## config.mk

```make
export PLATFORM = sky130hd
export DESIGN_NAME = prog_target_lut
export DESIGN_NICKNAME = d
export VERILOG_FILES = /design/src/rtl/prog_target_lut.sv
export SDC_FILE = /design/constraint.sdc
export NUM_CORES = 1
export LEC_CHECK = 0
export ABC_AREA = 0
export BUFFER_PORTS_ARGS = -buffer_cell sky130_fd_sc_hd__buf_4
export CAP_MARGIN = 20
export CORE_MARGIN = 3
export CORE_UTILIZATION = 60
export CTS_CLUSTER_DIAMETER = 150
export DETAILED_ROUTE_END_ITERATION = 6
export GPL_TIMING_DRIVEN = 0
export PLACE_DENSITY = 0.79
export SYNTH_ARGS = -nofsm -noshare
export SYNTH_HDL_FRONTEND = slang
export SYNTH_SLANG_ARGS = --single-unit
```

## constraint.sdc

```tcl
create_clock -name clk -period 3.54 [get_ports clk]
set_input_delay 0.354 -clock clk [delete_from_list [all_inputs] [get_ports clk]]
set_output_delay 0.354 -clock clk [all_outputs]
set_load 0.01 [all_outputs]
```

## src/rtl/prog_target_lut.sv

```systemverilog
// Programmable PC target / constant lookup table with registered reads,
// a hardware init sweep after reset, and a sticky write lock.
module prog_target_lut #(
   parameter int D        = 12,
   parameter int A        = 5,
   parameter int HALT_IDX = 20
) (
   input  logic         clk,
   input  logic         reset,
   input  logic         rd_en,
   input  logic [A-1:0] rd_addr,
   output logic [D-1:0] rd_target,
   output logic         rd_valid,
   input  logic         wr_valid,
   output logic         wr_ready,
   input  logic [A-1:0] wr_addr,
   input  logic [D-1:0] wr_data,
   input  logic         lock,
   output logic         locked,
   output logic         wr_err,
   output logic         init_done
);

   typedef enum logic [0:0] {INIT = 1'b0, RUN = 1'b1} state_t;

   localparam logic [A-1:0] HALT_ADDR = A'(HALT_IDX);
   localparam logic [A-1:0] LAST_ADDR = {A{1'b1}};

   state_t       state_r;
   state_t       state_nxt_s;
   logic [A-1:0] cnt_r;
   logic         locked_r;
   logic         wr_err_r;
   logic [D-1:0] rd_target_r;
   logic         rd_valid_r;
   logic [D-1:0] mem_r [2**A];

   logic         run_s;
   logic         wr_acc_s;
   logic         wr_do_s;

   assign run_s    = (state_r == RUN);
   assign wr_acc_s = wr_valid && run_s;
   assign wr_do_s  = wr_acc_s && !locked_r;

   // State register and init counter; cnt parks at the last index.
   always_ff @(posedge clk) begin
      if (reset) begin
         state_r <= INIT;
         cnt_r   <= {A{1'b0}};
      end else begin
         state_r <= state_nxt_s;
         if (state_r == INIT && cnt_r != LAST_ADDR) begin
            cnt_r <= cnt_r + {{(A-1){1'b0}}, 1'b1};
         end
      end
   end

   // Next-state: leave INIT on the edge that writes the last index.
   always_comb begin
      state_nxt_s = state_r;
      case (state_r)
         INIT: begin
            if (cnt_r == LAST_ADDR) begin
               state_nxt_s = RUN;
            end else begin
               state_nxt_s = INIT;
            end
         end
         RUN:     state_nxt_s = RUN;
         default: state_nxt_s = INIT;
      endcase
   end

   // State-decoded outputs; both follow the state flop directly.
   always_comb begin
      wr_ready  = 1'b0;
      init_done = 1'b0;
      case (state_r)
         RUN: begin
            wr_ready  = 1'b1;
            init_done = 1'b1;
         end
         default: begin
            wr_ready  = 1'b0;
            init_done = 1'b0;
         end
      endcase
   end

   // Table storage: init sweep fill, then unlocked run-time writes.
   always_ff @(posedge clk) begin
      if (reset) begin
         // contents are rebuilt by the init sweep
      end else if (state_r == INIT) begin
         mem_r[cnt_r] <= (cnt_r == HALT_ADDR) ? {D{1'b1}} : {D{1'b0}};
      end else if (wr_do_s) begin
         mem_r[wr_addr] <= wr_data;
      end
   end

   // Lock, dropped-write flag and write-first registered read port.
   always_ff @(posedge clk) begin
      if (reset) begin
         locked_r    <= 1'b0;
         wr_err_r    <= 1'b0;
         rd_target_r <= {D{1'b0}};
         rd_valid_r  <= 1'b0;
      end else begin
         if (run_s && lock) begin
            locked_r <= 1'b1;
         end
         wr_err_r <= wr_acc_s && locked_r;
         if (run_s && rd_en) begin
            rd_valid_r  <= 1'b1;
            rd_target_r <= (wr_do_s && wr_addr == rd_addr) ? wr_data : mem_r[rd_addr];
         end else begin
            rd_valid_r <= 1'b0;
         end
      end
   end

   assign rd_target = rd_target_r;
   assign rd_valid  = rd_valid_r;
   assign locked    = locked_r;
   assign wr_err    = wr_err_r;

endmodule

```

-- Word-level counts from Yosys, hierarchy flattened
Memory sizes are Yosys's and may differ from the RTL's. A register that Yosys moved wholly into a read port is not among the register bits.
Cells that the tools add are included.
- logic and storage cells: 34
- output and inout port bits: 17
- memory bits (writable): 384
- memory bits (read-only): 0
- latch bits: 0
- bits in registers: 9
- input port bits: 27
- memories kept: 1
- divide/modulo/power cells: 0
- reductions and logical operators: 8
- $add $sub $neg: 1
- order comparisons: 0
- equality and inequality tests: 3
- bitwise operators: 1
- mux-type cells: 15
- $mul: 0
- shift operators: 0
- memory list (name ; words ; bits a word ; rd ports ; clocked after Yosys merged registers in ; wr ports ; line ; source):
    mem_r ; 32 ; 12 ; 1 ; 1 ; 1 ; 36 ; logic [D-1:0] mem_r [2**A];
- operators with widths (cell ; number):
    12-bit 2-to-1 mux ; 2
    12-bit OR reduction ; 1
    1-bit 2-to-1 mux ; 11
    5-bit equality test, second input constant ; 2
    1-bit logical AND ; 6
    5-bit by 1-bit adder with 5-bit output, second input constant ; 1
    5-bit 2-to-1 mux ; 1
    5-bit inequality test, second input constant ; 1
    1-bit case mux with 2 select lines ; 1
    1-bit zero test ; 1
    1-bit inverter ; 1

-- Logic depth before layout (Yosys ltp)
- word-level depth: 8
- mapped depth: 9
- mapped depth without buffers: 7

-- Worst setup path after synthesis
OpenSTA, ideal clock, no wires.
- path kind: register to register
- start: reg state_r, in the netlist run_s
- end: mem mem_r[16][0] (enable)
- path buffers: 4
- clock period less this slack: 2558 ps
- cell stages (with the launch flop): 10
- setup time: 380 ps
- arrival: 2178 ps
- slack: 982 ps
- required time: 3160 ps
- path through: dfxtp_1 > buf_6 > and4bb_1 > buf_6 > clkbuf_1 > buf_2 > nand3b_1 > o21ai_0 > nand2_1 > nor2_1
- word-level cells in the longest chain between the ends: 8
- ends and longest elaborated chain (item ; line ; source):
    from (decl) ; 29 ; state_t state_r;
    from (signal assigned) ; 52 ; state_r <= state_nxt_s;
    1-bit logical AND ; 43 ; assign wr_acc_s = wr_valid && run_s;
    1-bit logical AND ; 44 ; assign wr_do_s = wr_acc_s && !locked_r;
    1-bit 2-to-1 mux ; 97 ; end else if (wr_do_s) begin
    1-bit 2-to-1 mux ; 95 ; end else if (state_r == INIT) begin
    1-bit 2-to-1 mux ; 93 ; if (reset) begin
    1-bit 2-to-1 mux (not written as such) ; 98 ; mem_r[wr_addr] <= wr_data;
    12-bit OR reduction (no line) ; -- ;
    5-bit 2-to-1 mux (no line) / 1-bit 2-to-1 mux (equally long branches) ; -- ;
    to (decl) ; 36 ;
Parallel ways exist; a longest one is shown, timed or not.

-- Final worst setup path
- start: reg state_r, in the netlist run_s
- end: mem mem_r[29][10] (enable)
Same word-level chain as after synthesis.

==> impl_metrics.env <==
export IMPL_outcome="complete, no violations"
export IMPL_synth_nets=806
export IMPL_cts_buffers=38
export IMPL_synth_edf_count=384
export IMPL_gp_congestion=0.9401
export IMPL_endpoint_kind="flip-flop"
export IMPL_r2r_end="mem_r[29][10]"
export IMPL_finClkSkew_ps=14.82
export IMPL_p_switching_mw=1.944
export IMPL_cts_clk_slew_worst_paths_ps=60
export IMPL_tns_ps=0
export IMPL_relSlewSlack_pct=19.35
export IMPL_design_core_area_mm2=0.02606
export IMPL_p_clk_share_pct=42.0
export IMPL_fin_hold_ws_ps=106.9
export IMPL_drc=0
export IMPL_root_buffer="clkbuf_16"
export IMPL_postCtsSetupBuffers=0
export IMPL_critPathLaunchType="flip-flop"
export IMPL_cpPeakStageDelay_ps=930
export IMPL_avgSynthCellArea_um2=20.55
export IMPL_drtIter0Drc=1358
export IMPL_fin_crit_sh_pct=92.08
export IMPL_p_comb_share_pct=4.4
export IMPL_ff_latch_area_mm2=0.01195
export IMPL_postSynthCellCount=776
export IMPL_r2r_start="run_s"
export IMPL_track_usage_pct=26.44
export IMPL_worstPathMaxFanout=12
export IMPL_slew_viol_final=0
export IMPL_antenna_found_initial=0
export IMPL_sw_frac_of_total_pct=20.00
export IMPL_slowest_stage="o21ai_1"
export IMPL_synth_ff_type="edfxtp_1"
export IMPL_dp_cells=1155
export IMPL_ir_drop_mv=0.4953
export IMPL_final_common_cell="edfxtp_1"
export IMPL_wl_mm=37.94
export IMPL_io_pins=44
export IMPL_layoutNonFillerInstCount=1261
export IMPL_powerDensity_mw_per_mm2=526.5
export IMPL_die_w_um=169.0
export IMPL_internal_power_mw=7.772
export IMPL_dieArea_mm2=0.02857
export IMPL_finalCriticalPeriod_ps=3260
export IMPL_min_from="wr_valid"
export IMPL_multi_input_area_mm2=0.003770
export IMPL_dr_pass1_iters=6
export IMPL_pre_cts_ws_ps=192.4
export IMPL_ff2ff_path_depth=7
export IMPL_grt_pass1_vias=8291
export IMPL_worstSetupPathType="reg -> reg"
export IMPL_clk_path_buf_depth=3
export IMPL_yosys_warnings=0
export IMPL_final_cell_mix="edfxtp_1, mux4_2, buf_4"
export IMPL_syn_area_mm2=0.01595
export IMPL_rows=59
export IMPL_rsz0062_at_grt="false"
export IMPL_total_power_mw=9.715
export IMPL_grt_overflow_total=0
export IMPL_clk_latency_ps=530
export IMPL_fmax_ghz=0.3068
export IMPL_wl_per_cell_um=30.09
export IMPL_h_tree_depth=2
export IMPL_arrival_ps=3400
export IMPL_worst_slew_pin_slew_ps=1202
export IMPL_ys_seq_area_share_pct=74.95
export IMPL_path_cells="buf_6 > and4bb_1 > buf_6 > clkbuf_1 > nor3_1 > o21ai_1 > nor2_1"
export IMPL_grt_pass1_wl_mm=54.88
export IMPL_die_h_um=169.0
export IMPL_setup_ws_ps=280.3
export IMPL_synth_seq_cells=405
export IMPL_area_growth_pct=15.72
export IMPL_cts_tree="yes"
export IMPL_drv_cap=0
export IMPL_postCtsHoldBufs=0
export IMPL_fill_cells=1471
export IMPL_nNetsFinal=927
export IMPL_r2r_slack_ps=280
export IMPL_synth_top_area_cell="edfxtp_1"
export IMPL_p_leak_nw=6.145
export IMPL_pwr_share_seq_pct=53.6
export IMPL_required_ps=3680
export IMPL_hold_class="in -> reg"
export IMPL_hpwl_mm=23.62
export IMPL_clock_sinks=405
export IMPL_layout_drive_gt1_share_pct=27.75
export IMPL_hold_path_end="wr_err"
export IMPL_ant_nets=0
export IMPL_grt_max_degree=34
export IMPL_portBuffers=41
export IMPL_holdPathStages=2
export IMPL_via_per_inst=6.772
export IMPL_vias=8539
export IMPL_synth_top_area_share_pct=72.32
export IMPL_ctsResizeCount=0
export IMPL_hold_viol=0
export IMPL_cpMostUsedCell="buf_6"
export IMPL_ys_top_cells_by_area="edfxtp_1, mux4_2, mux2i_1"
export IMPL_async_reset_ff_share_pct=0
export IMPL_antennaDiodeCount=0
export IMPL_start_util_pct=61.19
export IMPL_ys_types=40
export IMPL_setup_viol=0
[metrics by stage]
stage | util (%) | area [um2]
6_report | 70.81 | 18450
5_1_grt | 70.81 | 18450
4_1_cts | 69.02 | 17980
3_5_place_dp | 64.25 | 16740
3_3_place_gp | 63.98 | 16670
2_1_floorplan | - | 15950
[Yosys cell counts (all sizes together) (12+ instances only)]
cell type,n
mux4,96
edfxtp,384
dfxtp,21
nor2,42
clkbuf,16
buf,26
o21a,12
a21o,12
nand2,18
o22ai,26
a221o,12
mux2i,49
[registers in the layout (all words and copies together) (netlist names)]
register and count:
mem_r 384, wr_err 1, cnt_r 5, locked 1, rd_target 12, rd_valid 1
run_s 1
[power by group through the flow]
stage                     Combinational, mW  Sequential (mW)  Clock, mW
after CTS                             0.409             5.21       4.10
after detailed placement              0.405             5.31          0
after floorplan                       0.265             5.31          0
after global placement                0.393             5.31          0
after global routing                  0.443             5.21       4.30
final                                 0.424             5.21       4.08
[how the worst max path moves through the flow]
stage               startpoint            end  slack [ps]  cells past startpoint
finish                   run_s  mem_r[29][10]         280                      7
global route             run_s   mem_r[26][4]          60                      9
CTS                      run_s  mem_r[15][10]         220                      8
detailed placement       reset   mem_r[22][8]         190                      8
global placement         reset    mem_r[4][0]         320                      8
floorplan                run_s   mem_r[16][0]         980                      9
[logic make-up (layout without fill, tap and decap cells)]
group,count (synthesis),in the layout,share of synthesized area (%)
compound gates,81,81,3.712
fa+ha+maj,3,3,0.2354
flops,405,405,74.95
buf+inv,47,197,1.428
simple gates,87,87,2.511
mux,146,146,16.73
xor+xnor,7,7,0.4316
[layout make-up]
type | count | share of cell area, %
tap | 335 | 2.272
clock inverter | 20 | 1.241
buffer | 42 | 1.132
sequential | 405 | 64.77
timing repair buffer | 81 | 4.557
inverter | 5 | 0.1017
clock buffer | 49 | 5.493
multi-input combinational | 324 | 20.43
[worst max-delay path, delay by kind of cell, from the launching register on]
family,cells,cell delay [ps]
compound gates,1,930
buf+inv,3,680
flops,1,370
simple gates,3,880
[layer usage]
metal,share of wire (%),track usage (%),vias to the layer above
met5,0,0,-
met4,4.2,10.16,0
met3,9.8,5.161,122
met2,49,42.47,552
met1,37,36.81,4390
li1,-,-,3475
No activity file was read; power rests on OpenSTA's default activity.
